===== config.mk =====
export PLATFORM = sky130hd
export DESIGN_NAME = uart_calc_core
export DESIGN_NICKNAME = d
export VERILOG_FILES = /design/src/rtl/uart_calc_core.sv
export SDC_FILE = /design/constraint.sdc
export NUM_CORES = 1
export LEC_CHECK = 0
export CAP_MARGIN = 20
export CORE_ASPECT_RATIO = 1.2
export CORE_MARGIN = 4
export CORE_UTILIZATION = 45
export CTS_CLUSTER_SIZE = 12
export DETAILED_ROUTE_END_ITERATION = 10
export GPL_TIMING_DRIVEN = 0
export PLACE_DENSITY = 0.63
export SKIP_CTS_REPAIR_TIMING = 1
export SLEW_MARGIN = 20
export SYNTH_ARGS = -nofsm -noshare
export SYNTH_HDL_FRONTEND = slang
export SYNTH_SLANG_ARGS = --single-unit

===== constraint.sdc =====
create_clock -name clk -period 9.8 [get_ports clk]
set_input_delay 2.45 -clock clk [delete_from_list [all_inputs] [get_ports clk]]
set_output_delay 2.45 -clock clk [all_outputs]
set_load 0.02 [all_outputs]

===== src/rtl/uart_calc_core.sv =====
// uart_calc_core: parses "A op B" (= or CR terminated) from rx bytes and replies with the decimal result + CR LF.
// Define UART_CALC_DIV_EN to accept '/' and build the 9-cycle restoring divider used in ST_CALC.
module uart_calc_core #(
    parameter int TX_GAP = 176
) (
    input  logic       clk,
    input  logic       n_rst,
    input  logic [7:0] rx_data,
    input  logic       rx_valid,
    output logic [7:0] tx_data,
    output logic       tx_valid,
    output logic       busy
);
    localparam logic [7:0] CH_CR = 8'h0d, CH_LF = 8'h0a, CH_SP = 8'h20, CH_EQ = 8'h3d, CH_E = 8'h45;
    localparam logic [7:0] OP_ADD = 8'h2b, OP_SUB = 8'h2d, OP_MUL = 8'h2a, OP_DIV = 8'h2f;

    typedef enum logic [2:0] {ST_A, ST_B, ST_SKIP, ST_CALC, ST_CONV, ST_SEND} state_t;

    state_t      state, state_nx;
    logic [7:0]  a, a_nx, b, b_nx, op, op_nx;
    logic        err, err_nx, seen, seen_nx, lead, lead_nx;
    logic [15:0] val, val_nx, gap, gap_nx;
    logic [2:0]  dig, dig_nx;
    logic [3:0]  q, q_nx, len, len_nx, idx, idx_nx;
    logic [7:0]  obuf [8];
    logic [7:0]  obuf_nx [8];
    logic [7:0]  tx_data_nx;
    logic        tx_valid_nx;
    logic        is_digit, is_term, is_op, to_skip, to_err, to_conv;
    logic [11:0] acc;
    logic [16:0] r;
    logic [15:0] dec;
`ifdef UART_CALC_DIV_EN
    logic [7:0]  rem, rem_nx, quo, quo_nx;
    logic [3:0]  dcnt, dcnt_nx;
    logic [8:0]  shl;
    logic        fits;
`endif

    assign busy     = (state == ST_CALC) || (state == ST_CONV) || (state == ST_SEND);
    assign is_digit = (rx_data >= 8'h30) && (rx_data <= 8'h39);
    assign is_term  = (rx_data == CH_EQ) || (rx_data == CH_CR);
`ifdef UART_CALC_DIV_EN
    assign is_op    = (rx_data == OP_ADD) || (rx_data == OP_SUB) || (rx_data == OP_MUL) || (rx_data == OP_DIV);
    assign shl      = {rem, quo[7]};
    assign fits     = shl >= {1'b0, b};
`else
    assign is_op    = (rx_data == OP_ADD) || (rx_data == OP_SUB) || (rx_data == OP_MUL);
`endif
    assign acc = {4'd0, (state == ST_B) ? b : a} * 12'd10 + {8'd0, rx_data[3:0]};
    assign dec = dig == 3'd0 ? 16'd10000 : dig == 3'd1 ? 16'd1000 : dig == 3'd2 ? 16'd100 :
                 dig == 3'd3 ? 16'd10 : 16'd1;

    // Two's-complement 17-bit result; for '/' this is the quotient after the current divider step.
    always_comb begin
        r = op == OP_ADD ? {9'd0, a} + {9'd0, b} :
            op == OP_SUB ? {9'd0, a} - {9'd0, b} : {9'd0, a} * {9'd0, b};
`ifdef UART_CALC_DIV_EN
        if (op == OP_DIV) r = {9'd0, quo[6:0], fits};
`endif
    end

    always_comb begin
        state_nx    = state;
        a_nx        = a;
        b_nx        = b;
        op_nx       = op;
        err_nx      = err;
        seen_nx     = seen;
        lead_nx     = lead;
        val_nx      = val;
        gap_nx      = gap;
        dig_nx      = dig;
        q_nx        = q;
        len_nx      = len;
        idx_nx      = idx;
        obuf_nx     = obuf;
        tx_data_nx  = tx_data;
        tx_valid_nx = 1'b0;
        to_skip     = 1'b0;
        to_err      = 1'b0;
        to_conv     = 1'b0;
`ifdef UART_CALC_DIV_EN
        rem_nx      = rem;
        quo_nx      = quo;
        dcnt_nx     = dcnt;
`endif
        case (state)
            ST_A, ST_B: begin
                if (rx_valid && rx_data != CH_SP) begin
                    if (is_digit) begin
                        to_skip = acc > 12'd255;
                        seen_nx = 1'b1;
                        if (state == ST_A) a_nx = acc[7:0];
                        else b_nx = acc[7:0];
                    end else if (state == ST_A && is_op && seen) begin
                        op_nx    = rx_data;
                        seen_nx  = 1'b0;
                        state_nx = ST_B;
                    end else if (is_term) begin
                        state_nx = ST_CALC;
                        to_err   = (state == ST_A) || !seen;
                    end else begin
                        to_skip = 1'b1;
                    end
                end
            end
            ST_SKIP: to_err = rx_valid && is_term;
            ST_CALC: begin
`ifdef UART_CALC_DIV_EN
                if (op == OP_DIV) begin
                    if (b == 8'd0) begin
                        to_err = 1'b1;
                    end else if (dcnt == 4'd0) begin
                        rem_nx  = 8'd0;
                        quo_nx  = a;
                        dcnt_nx = 4'd1;
                    end else begin
                        rem_nx  = fits ? 8'(shl - {1'b0, b}) : shl[7:0];
                        quo_nx  = {quo[6:0], fits};
                        dcnt_nx = dcnt + 4'd1;
                        to_conv = dcnt == 4'd8;
                    end
                end else
`endif
                to_conv = 1'b1;
            end
            ST_CONV: begin
                if (dig == 3'd5) begin
                    obuf_nx[len[2:0]]        = CH_CR;
                    obuf_nx[len[2:0] + 3'd1] = CH_LF;
                    len_nx   = len + 4'd2;
                    idx_nx   = 4'd0;
                    gap_nx   = 16'd0;
                    state_nx = ST_SEND;
                end else if (val >= dec) begin
                    val_nx = val - dec;
                    q_nx   = q + 4'd1;
                end else begin
                    // the units decade always emits so that a zero result prints "0"
                    if (q != 4'd0 || lead || dig == 3'd4) begin
                        obuf_nx[len[2:0]] = {4'h3, q};
                        len_nx  = len + 4'd1;
                        lead_nx = 1'b1;
                    end
                    dig_nx = dig + 3'd1;
                    q_nx   = 4'd0;
                end
            end
            ST_SEND: begin
                if (gap != 16'd0) begin
                    gap_nx = gap - 16'd1;
                end else if (idx == len) begin
                    state_nx = ST_A;
                    a_nx     = 8'd0;
                    b_nx     = 8'd0;
                    err_nx   = 1'b0;
                    seen_nx  = 1'b0;
                end else begin
                    tx_valid_nx = 1'b1;
                    tx_data_nx  = obuf[idx[2:0]];
                    idx_nx      = idx + 4'd1;
                    gap_nx      = 16'(TX_GAP - 1);
                end
            end
            default: state_nx = ST_A;
        endcase
        if (to_conv) begin
            val_nx     = 16'(r[16] ? -r : r);
            obuf_nx[0] = OP_SUB;
            len_nx     = {3'd0, r[16]};
            dig_nx     = 3'd0;
            q_nx       = 4'd0;
            lead_nx    = 1'b0;
            state_nx   = ST_CONV;
        end
        if (to_skip) begin
            err_nx   = 1'b1;
            state_nx = ST_SKIP;
        end
        if (to_err) begin
            err_nx     = 1'b1;
            obuf_nx[0] = CH_E;
            obuf_nx[1] = CH_CR;
            obuf_nx[2] = CH_LF;
            len_nx     = 4'd3;
            idx_nx     = 4'd0;
            gap_nx     = 16'd0;
            state_nx   = ST_SEND;
        end
`ifdef UART_CALC_DIV_EN
        if (to_conv || to_err) dcnt_nx = 4'd0;
`endif
    end

    always_ff @(posedge clk or negedge n_rst) begin
        if (!n_rst) begin
            state    <= ST_A;
            a        <= 8'd0;
            b        <= 8'd0;
            op       <= 8'd0;
            err      <= 1'b0;
            seen     <= 1'b0;
            lead     <= 1'b0;
            val      <= 16'd0;
            gap      <= 16'd0;
            dig      <= 3'd0;
            q        <= 4'd0;
            len      <= 4'd0;
            idx      <= 4'd0;
            obuf     <= '{default: 8'h00};
            tx_data  <= 8'h00;
            tx_valid <= 1'b0;
`ifdef UART_CALC_DIV_EN
            rem      <= 8'd0;
            quo      <= 8'd0;
            dcnt     <= 4'd0;
`endif
        end else begin
            state    <= state_nx;
            a        <= a_nx;
            b        <= b_nx;
            op       <= op_nx;
            err      <= err_nx;
            seen     <= seen_nx;
            lead     <= lead_nx;
            val      <= val_nx;
            gap      <= gap_nx;
            dig      <= dig_nx;
            q        <= q_nx;
            len      <= len_nx;
            idx      <= idx_nx;
            obuf     <= obuf_nx;
            tx_data  <= tx_data_nx;
            tx_valid <= tx_valid_nx;
`ifdef UART_CALC_DIV_EN
            rem      <= rem_nx;
            quo      <= quo_nx;
            dcnt     <= dcnt_nx;
`endif
        end
    end
endmodule


==> summary.txt <==
Timing
  • Final worst path period need: around 5500 ps
  • Worst Tran Pin Value: 1110 ps
  • Sum Neg Setup Slack: 0 ps
  • Rel. slew slack: 25.5%
  • Final worst setup slack: 4280 ps
  • RSZ-0062 raised after global routing: no
  • Period Utilization, post-route: 56.3%
  • Final setup violation count: 0
  • Final Hold Vio Count: 0
  • Final Slew Violations: 0
  • Max Fclk: 181 MHz
  • Clk_skew: around 26 ps
  • Worst hold slack: 466 ps

Hold path
  • Hold wc startpoint: op[5]
  • Hold Path Class: register to register
  • Worst Hold End: op[5]
  • Hold path cells: 1

CTS
  • CTS tree: done
  • Maximum root-to-sink buffer count: 2
  • CTS H-tree depth: 4
  • Clk root buf: clkbuf_16
  • CTS buffer count: 17
  • Clock Pin Slew Worst Setup and Hold Paths: 60 ps
  • Skew-Pair Late Insertion Delay: 440 ps
  • Number of clock sinks: 149

Logic synthesis
  • Synth Register Bits: approximately 150
  • Synth Area per Inst: 9.00 um2
  • Synth warnings: 0
  • Yosys cell types: 89
  • Mapped Area: 12000 um2
  • Main area contributors after synthesis: dfrtp_1 (31%), ha_1 (9.9%), fa_1 (6.8%), nand2_1 (4.1%), nor2_1 (3.9%)
  • Post-synthesis sequential area ratio: 31.0%
  • Syn_nets: ~1500
  • Share of the synthesized area in the top cell type: 31.0%
  • Post-synth EDFFs: 0
  • Synth cell count leaders: dfrtp_1 (149), nand2_1 (131), nor2_1 (124)
  • Synth area leader: dfrtp_1
  • Ys async rst share: 100%
  • Most common cell in the netlist: dfrtp_1
  • Primary FF master, synth: dfrtp_1
  • Cells after Synth: about 1300

Worst setup path
  • Crit-path slowest cell: a2111oi_0
  • CP arrival: 5830 ps
  • Worst setup SP type: register
  • R2R cell count: 18
  • CP required: 10110 ps
  • WS Path Type: register to register
  • R2R setup slack: 4280 ps
  • Delay-heaviest family, CP: adder cells
  • Buf/Inv on CP: 4
  • CP cell instances: clkbuf_1, nand2_1, fa_1, inv_1, fa_1, fa_1, inv_1, fa_1, inv_1, ha_1, a21o_1, a21o_1, a2111oi_0, o31ai_1, xor2_1, nand2_1, a21boi_0, o2bb2a_1
  • Most frequent CP cell: fa_1
  • FF-to-FF Start: a[2]
  • CP Capture Type: register
  • Reg2reg end: val[14]
  • Critical path peak fanout: 9
  • CP max stage delay: ~660 ps

Floorplan
  • Core Region: 26400 um2
  • DIE WIDTH: between 150 and 200 um
  • Ports: 21
  • Die Span Y: 187 um
  • Initial Util: 45.6%
  • Std cell rows: 65
  • Die area: a little under 30000 um2

Route
  • Antenna viol nets, final: 0
  • Top sig layer: met4
  • DR vias: 9902
  • Total wire length: 31200 um
  • Met3 routed WL: 1270 um
  • DRC errors left: 0
  • DR vias/cell: 5.75
  • M1 WL: 14400 um
  • Met2 wire len: 15000 um
  • Initial DRC count: 650
  • Drt wl/cell: 18.1 um
  • Drt first pass iters: 5

Placed design
  • Area after DPL: 12700 um2
  • IO buf count: 20
  • Worst slack, placed: 4300 ps
  • Placer congestion estimate: 0.948
  • DP HPWL: 23500 um

Status
  • Outcome: completed

Finish
  • Nets: 1522
  • Final Cell Area: 13300 um2
  • Layout cells sized above 1: 8.57%
  • Area growth syn-to-layout: 10.2%
  • Antenna cells: 0

Job
  • Max-Cap Viols: 0

Global route
  • First-pass GRT wire length: 51900 um
  • Initial antenna violation count: 0
  • GRT Total Usage: 21.8%
  • Vias in the first global route: 9960
  • Gr ovfl total: 0
  • Largest net degree at the start of global routing: 82

Power
  • Maximum vdd ir drop: 0.268 mV
  • Power Dens Cells: 393 nW/um2
  • P_leak: 5.96 nW
-- flip-flops by register name, summed over array words and instances (netlist names) --
| name | flops |
|---|---|
| seen | 1 |
| b | 8 |
| tx_data | 8 |
| len | 4 |
| tx_valid | 1 |
| idx | 4 |
| state | 3 |
| a | 8 |
| gap | 16 |
| dig | 3 |
| q | 4 |
| obuf | 64 |
| op | 8 |
| val | 16 |
| lead | 1 |
-- worst max path at each step --
stage | end | slack (ps) | depth (start not counted) | from
3_3_place_gp | gap[8] | -30 | 1 | n_rst
2_1_floorplan | val[14] | 5040 | 18 | a[2]
5_1_grt | val[14] | 4030 | 18 | a[2]
4_1_cts | val[14] | 4290 | 18 | a[2]
3_5_place_dp | val[14] | 4300 | 18 | a[2]
6_report | val[14] | 4280 | 18 | a[2]
-- power breakdown --
group          switching (mW)  internal [mW]
logic                    2.12           1.52
registers               0.163          0.753
clock network           0.292          0.364
-- logic make-up after synthesis --
kind of cell	synth area share, %
DFF	31.0
adders and majority gates	16.7
and+or+nand+nor	18.1
buffers and inverters	5.25
AOI/OAI and AO/OA	19.1
muxes	6.22
xor gates and xnor gates	3.57
-- routing by layer --
layer	vias to the layer above	track usage [%]
met1	4836	29.9
met3	41	2.96
met5	-	0
met4	0	6.02
met2	241	36.0
li1	4784	-
-- layout make-up --
class | count | area, um2
fillers | 2516 | 13100
multi-input cells | 1027 | 7660
flip-flops and latches | 149 | 3730
clock buffers | 19 | 443
well taps | 335 | 419
inverters | 107 | 402
repair buffers | 21 | 233
plain buffers | 52 | 230
clock inverters | 13 | 135
-- through the flow --
| stage | util (%) | total power [mW] | cells |
|---|---|---|---|
| finish | 50.3 | 5.21 | 1723 |
| global route | 50.3 | 5.75 | 1723 |
| CTS | 50.3 | 5.22 | 1723 |
| detailed placement | 48.1 | 4.52 | 1691 |
| global placement | 48.0 | 4.48 | 1690 |
| floorplan | - | 3.69 | 1335 |
-- placed cells by master (no fill, tap or decap), types with 9 or more instances in the layout --
| master | n |
|---|---|
| o21a_1 | 15 |
| o22a_1 | 13 |
| nor2_1 | 124 |
| nand2b_1 | 19 |
| xor2_1 | 23 |
| mux2i_1 | 14 |
| a21oi_1 | 85 |
| buf_2 | 9 |
| or2_2 | 11 |
| nand2_1 | 131 |
| nor2b_1 | 25 |
| o31ai_1 | 11 |
| ha_1 | 95 |
| a21o_1 | 18 |
| clkbuf_16 | 17 |
| clkbuf_1 | 38 |
| a31oi_1 | 16 |
| a211oi_1 | 16 |
| o22ai_1 | 15 |
| fa_1 | 41 |
| and2_1 | 37 |
| mux2_2 | 22 |
| xnor2_1 | 26 |
| dfrtp_1 | 149 |
| nand3_1 | 14 |
| mux4_2 | 16 |
| nor3_1 | 25 |
| o21ai_0 | 79 |
| inv_1 | 106 |
| clkdlybuf4s50_1 | 19 |
Note: power is estimated with default switching activity, not from simulation.
